File: config.mk
export PLATFORM = sky130hd
export DESIGN_NAME = input_conditioner_flat
export DESIGN_NICKNAME = d
export VERILOG_FILES = /design/src/rtl/lab1_pkg.sv /design/src/rtl/input_conditioner_if.sv /design/src/rtl/debounce_bit.sv /design/src/rtl/input_conditioner.sv /design/src/flat_wrapper.sv
export SDC_FILE = /design/constraint.sdc
export NUM_CORES = 1
export LEC_CHECK = 0
export ABC_AREA = 1
export BUFFER_PORTS_ARGS = -buffer_cell sky130_fd_sc_hd__buf_2
export CAP_MARGIN = 5
export CORE_AREA = 2 2 160 162
export CTS_BUF_LIST = sky130_fd_sc_hd__clkbuf_4 sky130_fd_sc_hd__clkbuf_8
export DETAILED_ROUTE_END_ITERATION = 12
export DIE_AREA = 0 0 162 164
export GPL_TIMING_DRIVEN = 0
export PLACE_DENSITY = 0.76
export SLEW_MARGIN = 20
export SYNTH_ARGS = -nofsm -noshare
export SYNTH_HDL_FRONTEND = slang
export SYNTH_HIERARCHICAL = 1
export SYNTH_SLANG_ARGS = --single-unit
File: constraint.sdc
create_clock -name MAX10_CLK1_50 -period 1.44 [get_ports MAX10_CLK1_50]
set_input_delay 0.216 -clock MAX10_CLK1_50 [delete_from_list [all_inputs] [get_ports MAX10_CLK1_50]]
set_output_delay 0.216 -clock MAX10_CLK1_50 [all_outputs]
set_load 0.005 [all_outputs]
File: src/rtl/lab1_pkg.sv
`default_nettype none
// ============================================================================
//  Module      : lab1_pkg
//  Description : Shared constants for the lab-1 board front end: default
//                debounce interval and downstream-design mode encodings.
//  Revision    : 1.0 - initial release
// ============================================================================
package lab1_pkg;

  // 10 ms of stability at 50 MHz
  localparam int DEBOUNCE_CYCLES_DEFAULT = 500000;

  // Mode encodings carried on SW[9:8]; bit 0 is a don't-care for MODE_D3 (2'b1x)
  localparam logic [1:0] MODE_D1      = 2'b00;
  localparam logic [1:0] MODE_D2      = 2'b01;
  localparam logic [1:0] MODE_D3      = 2'b10;
  localparam logic [1:0] MODE_D3_MASK = 2'b10;

  typedef enum logic [1:0] {
    DESIGN_D1 = 2'd0,
    DESIGN_D2 = 2'd1,
    DESIGN_D3 = 2'd2
  } design_e;

  // Map a raw mode value onto the downstream design it selects
  function automatic design_e decode_mode(input logic [1:0] mode);
    if ((mode & MODE_D3_MASK) == MODE_D3) begin
      return DESIGN_D3;
    end else if (mode == MODE_D2) begin
      return DESIGN_D2;
    end else begin
      return DESIGN_D1;
    end
  endfunction

endpackage
`default_nettype wire

File: src/rtl/input_conditioner_if.sv
`default_nettype none
// ============================================================================
//  Module      : input_conditioner_if
//  Description : Raw board inputs and conditioned outputs of the input
//                conditioner. master = board/stimulus side, slave = conditioner.
//  Revision    : 1.0 - initial release
// ============================================================================
interface input_conditioner_if;

  logic [9:0] SW;
  logic [1:0] KEY;
  logic [9:0] sw_clean;
  logic [1:0] key_down;
  logic [1:0] key_press;
  logic [1:0] key_release;
  logic [1:0] mode;
  logic       mode_change;

  modport master (
    output SW, KEY,
    input  sw_clean, key_down, key_press, key_release, mode, mode_change
  );

  modport slave (
    input  SW, KEY,
    output sw_clean, key_down, key_press, key_release, mode, mode_change
  );

endinterface
`default_nettype wire

File: src/rtl/debounce_bit.sv
`default_nettype none
// ============================================================================
//  Module      : debounce_bit
//  Description : One raw input bit: 2-flop synchronizer, stability counter and
//                accepted level q. o_flip is high in the cycle whose clock edge
//                moves q to the new level.
//  Revision    : 1.0 - initial release
// ============================================================================
module debounce_bit
  import lab1_pkg::*;
#(
  parameter int   DEBOUNCE_CYCLES = DEBOUNCE_CYCLES_DEFAULT,
  parameter logic RESET_LEVEL     = 1'b0
) (
  input  wire logic clk,
  input  wire logic rst_n,
  input  wire logic i_raw,
  output logic      o_q,
  output logic      o_flip
);

  localparam int                 c_cnt_w   = $clog2(DEBOUNCE_CYCLES);
  localparam logic [c_cnt_w-1:0] c_cnt_max = c_cnt_w'(DEBOUNCE_CYCLES - 1);
  localparam logic [c_cnt_w-1:0] c_cnt_one = c_cnt_w'(1);

  logic               r_sync1;
  logic               r_sync2;
  logic               r_q;
  logic [c_cnt_w-1:0] r_cnt;
  logic               w_differs;

  assign w_differs = (r_sync2 != r_q);

  // Synchronize, then count consecutive disagreeing cycles; accept on the last one
  always_ff @(posedge clk or negedge rst_n) begin
    if (!rst_n) begin
      r_sync1 <= RESET_LEVEL;
      r_sync2 <= RESET_LEVEL;
      r_q     <= RESET_LEVEL;
      r_cnt   <= '0;
    end else begin
      r_sync1 <= i_raw;
      r_sync2 <= r_sync1;
      if (!w_differs) begin
        r_cnt <= '0;
      end else if (r_cnt == c_cnt_max) begin
        r_q   <= r_sync2;
        r_cnt <= '0;
      end else begin
        r_cnt <= r_cnt + c_cnt_one;
      end
    end
  end

  assign o_q    = r_q;
  assign o_flip = w_differs && (r_cnt == c_cnt_max);

endmodule
`default_nettype wire

File: src/rtl/input_conditioner.sv
`default_nettype none
// ============================================================================
//  Module      : input_conditioner
//  Description : Debounces 10 slide switches and 2 active-low pushbuttons,
//                derives key press/release pulses, the mode field SW[9:8] and
//                a mode-change pulse. All outputs come straight from flops.
//  Revision    : 1.0 - initial release
// ============================================================================
module input_conditioner
  import lab1_pkg::*;
#(
  parameter int DEBOUNCE_CYCLES = DEBOUNCE_CYCLES_DEFAULT
) (
  input wire logic     MAX10_CLK1_50,
  input wire logic     rst_n,
  input_conditioner_if.slave bus
);

  logic [9:0] w_sw_q;
  logic [9:0] w_sw_flip;
  logic [1:0] w_key_q;
  logic [1:0] w_key_flip;
  logic [1:0] r_key_press;
  logic [1:0] r_key_release;
  logic       r_mode_change;

  for (genvar i = 0; i < 10; i++) begin : g_sw
    debounce_bit #(
      .DEBOUNCE_CYCLES (DEBOUNCE_CYCLES),
      .RESET_LEVEL     (1'b0)
    ) u_db (
      .clk    (MAX10_CLK1_50),
      .rst_n  (rst_n),
      .i_raw  (bus.SW[i]),
      .o_q    (w_sw_q[i]),
      .o_flip (w_sw_flip[i])
    );
  end

  // Keys idle high (released), so their synchronizers and q reset to 1
  for (genvar i = 0; i < 2; i++) begin : g_key
    debounce_bit #(
      .DEBOUNCE_CYCLES (DEBOUNCE_CYCLES),
      .RESET_LEVEL     (1'b1)
    ) u_db (
      .clk    (MAX10_CLK1_50),
      .rst_n  (rst_n),
      .i_raw  (bus.KEY[i]),
      .o_q    (w_key_q[i]),
      .o_flip (w_key_flip[i])
    );
  end

  // Pulses are registered on the same edge that moves q, so they line up with the level change
  always_ff @(posedge MAX10_CLK1_50 or negedge rst_n) begin
    if (!rst_n) begin
      r_key_press   <= '0;
      r_key_release <= '0;
      r_mode_change <= 1'b0;
    end else begin
      r_key_press   <= w_key_flip & w_key_q;
      r_key_release <= w_key_flip & ~w_key_q;
      r_mode_change <= |w_sw_flip[9:8];
    end
  end

  assign bus.sw_clean    = w_sw_q;
  assign bus.key_down    = ~w_key_q;
  assign bus.key_press   = r_key_press;
  assign bus.key_release = r_key_release;
  assign bus.mode        = w_sw_q[9:8];
  assign bus.mode_change = r_mode_change;

endmodule
`default_nettype wire

File: src/flat_wrapper.sv
// flat-port wrapper written by rule: the top's interface ports become plain ports
module input_conditioner_flat import lab1_pkg::*;
#(
  parameter int DEBOUNCE_CYCLES = DEBOUNCE_CYCLES_DEFAULT
)
  (MAX10_CLK1_50, rst_n, bus_SW, bus_KEY, bus_sw_clean, bus_key_down, bus_key_press, bus_key_release, bus_mode, bus_mode_change);
  input_conditioner_if bus_i ();
  input wire logic MAX10_CLK1_50;
  input wire logic rst_n;
  input wire logic [$bits(bus_i.SW)-1:0] bus_SW;
  input wire logic [$bits(bus_i.KEY)-1:0] bus_KEY;
  output wire logic [$bits(bus_i.sw_clean)-1:0] bus_sw_clean;
  output wire logic [$bits(bus_i.key_down)-1:0] bus_key_down;
  output wire logic [$bits(bus_i.key_press)-1:0] bus_key_press;
  output wire logic [$bits(bus_i.key_release)-1:0] bus_key_release;
  output wire logic [$bits(bus_i.mode)-1:0] bus_mode;
  output wire logic [$bits(bus_i.mode_change)-1:0] bus_mode_change;
  assign bus_i.SW = bus_SW;
  assign bus_i.KEY = bus_KEY;
  assign bus_sw_clean = bus_i.sw_clean;
  assign bus_key_down = bus_i.key_down;
  assign bus_key_press = bus_i.key_press;
  assign bus_key_release = bus_i.key_release;
  assign bus_mode = bus_i.mode;
  assign bus_mode_change = bus_i.mode_change;
  input_conditioner #(.DEBOUNCE_CYCLES(DEBOUNCE_CYCLES)) u_core (.MAX10_CLK1_50(MAX10_CLK1_50), .rst_n(rst_n), .bus(bus_i));
endmodule
# Yosys cells after proc, flatten, opt, wreduce, memory -nomap -nowiden

Cells that the tools add are included.
W data, S select, Z words.

Flip-flop bits (word level): 269
Output and inout port bits: 19
Input bits: 14

Eq/ne operators: 24
$add $sub $neg: 12
Bitwise operators: 3
Reduce and logical (&&, ||, !) cells: 17
Muxes and demuxes: 24

Operators with widths:

| cell                    | number |
|---|---|
| $mux W19                | 24 |
| $add A19 B1 Y19 const B | 12 |
| $eq A19 B19 Y1 const B  | 12 |
| $reduce_and A2 Y1       | 12 |
| $ne A1 B1 Y1            | 12 |
| $and A2 B2 Y2           | 2 |
| $logic_and A1 B1 Y1     | 4 |
| $not A2 Y2              | 1 |
| $reduce_or A2 Y1        | 1 |

# Longest topological paths before layout

Word-level depth: 3
Depth in mapped cells: 8
Depth with buffers taken out: 8

# Modules after synthesis

Netlist, hierarchy kept.

By module, submodules not included:

| module                                   | area an instance (um^2) | seq. area each (um^2) | cells an instance | times used |
|---|---|---|---|---|
| debounce_bit at u_core.g_sw[0].u_db ...  | 1208.7                  | 550.5                 | 149               | 9 |
| debounce_bit at u_core.g_key[0].u_db ... | 1212.4                  | 554.3                 | 149               | 2 |
| debounce_bit at u_core.g_sw[3].u_db      | 1189.9                  | 550.5                 | 148               | 1 |
| input_conditioner                        | 188.9                   | 125.1                 | 20                | 1 |

# Worst setup path after synthesis

No wires, ideal clock.

Kind: register to register
Start: reg u_core.g_key[0].u_db.r_q
End: reg u_core.r_key_press[0] (netlist: u_core/bus.key_press[0])
Clock period less this slack: 1.262 ns
Slack: 0.178 ns
Arrival: 1.149 ns
Buffers on the path: 1
Library setup time: 0.113 ns
Stages on the path, launching flop included: 6
Data required time: 1.327 ns
Cell sequence: dfstp_2 -> xnor2_1 -> clkbuf_1 -> nor2_1 -> nand2_1 -> inv_1

Cells in the longest elaborated chain, start to end: 3

Ends and longest elaborated chain:

| element                        | line                    | text |
|---|---|---|
| start: declaration             | debounce_bit.sv:28      | `logic r_q;` |
| start signal: assignment       | debounce_bit.sv:47      | `r_q <= r_sync2;` |
| $ne A1 B1 Y1                   | debounce_bit.sv:32      | `assign w_differs = (r_sync2 != r_q);` |
| $logic_and A1 B1 Y1            | debounce_bit.sv:56      | `assign o_flip = w_differs && (r_cnt == c_cnt_max);` |
| named net u_core.w_key_flip[0] | input_conditioner.sv:22 | `logic [1:0] w_key_flip;` |
| $and A2 B2 Y2                  | input_conditioner.sv:61 | `r_key_press <= w_key_flip & w_key_q;` |
| end signal: assignment         | input_conditioner.sv:61 |  |
| end: declaration               | input_conditioner.sv:23 | `logic [1:0] r_key_press;` |

The timed path passes the listed nets, and every way through them passes these cells.
A chain may end at the register's enable or synchronous reset.

# Final worst setup path

Start: reg u_core.g_key[0].u_db.r_q
End: out bus_key_down[0]

Cells in the longest elaborated chain, start to end: 1

Ends and longest elaborated chain:

| element          | line                    | text |
|---|---|---|
| $not A2 Y2       | input_conditioner.sv:68 | `assign bus.key_down = ~w_key_q;` |
| end: declaration | flat_wrapper.sv:13      | `output wire logic [$bits(bus_i.key_down)-1:0] bus_key_down;` |

No other way between the ends.

==> flow_metrics.tcl <==
set metrics [dict create \
    worstPathMaxFanout 4 \
    route.vias.total 11430 \
    rsz0062_at_grt "yes" \
    die_w_microns 162 \
    cp.arrival_ns 1.30 \
    fin_crit_sh_pct 105.3 \
    io_buffers 32 \
    setup_tns_ns -0.09986 \
    hold_class "in -> async" \
    die_area_sq_um 26570 \
    track_usage_pct 21.48 \
    worstPathCellList "inv_2, buf_2" \
    fmax_ghz 0.6595 \
    gp_congestion 0.8993 \
    fin_nets 1929 \
    tightest_slew_ns 0.6546 \
    areaGrowthSynthToFinish_pct 14.80 \
    slowest_delay_ns 0.57 \
    die_y_microns 164 \
    crit_family "flip-flops" \
    syn-num-nets 1825 \
    grt_pass1_wl_mm 48.32 \
    drc_errors 0 \
    first_iter_violations 573 \
    ant_nets 0 \
    routed_wl_mm 27.48 \
    slew_headroom_pct 56.36 \
    clockRootBuffer "clkbuf_8" \
    dpl.hpwl_mm 19.04 \
    grt_max_degree 99 \
    postSynthCellCount 1799 \
    cts_buffers 46 \
    place_area_sq_um 15290 \
    crit_path_top_delay_cell "dfstp_2" \
    io_pins 33 \
    diodes 0 \
    drive_gt1_share_pct 20.99 \
    final_max_slew_viol_count 0 \
    coreArea_sq_um 24820 \
    hold_violations 0 \
    avgSynthCellArea_sq_um 8.144 \
    critPathKind "reg -> out" \
    vias_per_cell 5.036 \
    pwr_density_cell_nw_per_um2 930.4 \
    setup_viol 2 \
    vdd_drop_max_v 0.0008222 \
    antenna_found_initial 0 \
    fin_crit_ns 1.516 \
    ys_warn_count 6 \
    cts.path.max_buffers 3 \
    worstPathRequired_ns 1.22 \
    status "finished with violations" \
    worstPathBufferInverterCount 2 \
    clock-sinks 269 \
    grt-ovfl-total 0 \
    skew_ns 0.03098 \
    endpoint_kind "output pin" \
    start_util_pct 59.03 \
    wl_per_cell_microns 12.11 \
    dr.pass1.iters 5 \
    clk_latency_ns 0.58 \
    cts.clk_slew.worst_paths_ns 0.06 \
    grt_pass1_vias 11050 \
    drv_cap 0 \
    rows 58 \
    post-route-cell-area_sq_um 16820 \
    cp-start-kind "flop" \
    netlist_area_sq_um 14650 \
    setup_slack_ns -0.07638 \
    failed_checks "negative setup slack" \
    final_util_pct 67.77 \
    cts_tree "yes" \
    leakagePower_uw 0.007291 \
    htreeDepth 2 \
]
[sequential cells by signal (all words and copies together) (netlist names)]
name                       cells
u_core/bus.key_press           2
u_core/bus.key_release         2
u_core/bus.mode_change         1
u_core/g_key.u_db/o_q          2
u_core/g_key.u_db/r_cnt       38
u_core/g_key.u_db/r_sync1      2
u_core/g_key.u_db/r_sync2      2
u_core/g_sw.u_db/o_q          10
u_core/g_sw.u_db/r_cnt       190
u_core/g_sw.u_db/r_sync1      10
u_core/g_sw.u_db/r_sync2      10
[final cells by class]
cell class,instances,area [sq um]
Sequential cell,269,6739
Multi-Input combinational cell,1282,7310
Inverter,234,878.3
Fill cell,1993,7999
Buffer,12,55.05
Tap cell,330,412.9
Clock buffer,68,848.3
Timing Repair Buffer,58,437.9
Clock inverter,16,138.9
[timing repair]
item / in CTS / in global routing
endpoints found under the setup margin: 36 / 146
hold buffers: 13 / 0
setup buffers: 3 / 8
resized for setup: 17 / 77
cloned: 0 / 0
pin swaps: 0 / 25
hold endpoints to repair: 95 / 0
[power by group]
| part | total (uW) | switching [uW] | internal (uW) |
|---|---|---|---|
| Clock | 7270 | 3120 | 4160 |
| Combinational | 602 | 397 | 205 |
| Sequential | 7780 | 92.5 | 7680 |
[path summary, 6_finish.rpt]
kind / start / to / slack, ns / cells after the start
worst max-delay path: u_core/g_key[0].u_db/o_q / bus_key_down[0] / -0.08 / 2
worst min-delay path: rst_n / u_core/g_sw[1].u_db/r_cnt[12] / 0.23 / 2
worst max register to register: u_core/g_sw[0].u_db/r_cnt[0] / u_core/g_sw[0].u_db/r_cnt[16] / 0.05 / 6
worst min register to register: u_core/g_sw[4].u_db/r_sync1 / u_core/g_sw[4].u_db/r_sync2 / 0.35 / 0
max in group asynchronous: rst_n / u_core/g_sw[3].u_db/r_cnt[17] / 0.30 / 3
min in group MAX10_CLK1_50: bus_SW[8] / u_core/g_sw[8].u_db/r_sync1 / 0.27 / 2
[through the flow]
step	power [uW]	worst slack, ns	instances	hold slack, ns
floorplan	8150	0.1778	1799	-0.07959
global placement	8384	-4.676	2161	0.3207
detailed placement	8424	-0.07594	2163	0.2674
CTS	15840	-0.1207	2261	0.2270
global route	16320	-0.1096	2269	0.2613
finish	15650	-0.07638	2269	0.2271
[layout by cell type (no fill, tap or decap), types with 4 or more instances in the layout]
master and instances:
nor2_1 365, nand2_1 267, dfrtp_1 263, inv_1 222, nand3_1 127, xor2_1 72, nor2_4 64, nor2_2 61
clkbuf_8 54, nand2_2 49, a21oi_1 47, xnor2_1 36, o21ai_1 33, buf_2 32, nand4_1 24, nand2_4 23
nor3_1 20, nand3_2 16, clkbuf_4 15, dlygate4sd3_1 13, clkinv_2 12, inv_2 12, nor3b_2 12, o21a_1 12
nor3b_1 12, nand3_4 11, o21ai_0 11, buf_4 11, dfstp_2 6, ha_2 6, clkbuf_1 6, ha_4 5
clkbuf_2 4
[metal layers]
layer  vias up  global-route usage (%)  share of wire (%)
met5         -                       0                  0
met4         0                   7.844                2.5
met3        56                   3.535                3.7
met2       174                   35.65                 48
met1      5368                   28.69                 46
li1       5828                       -                  -
No activity file was read; power rests on OpenSTA's default activity.
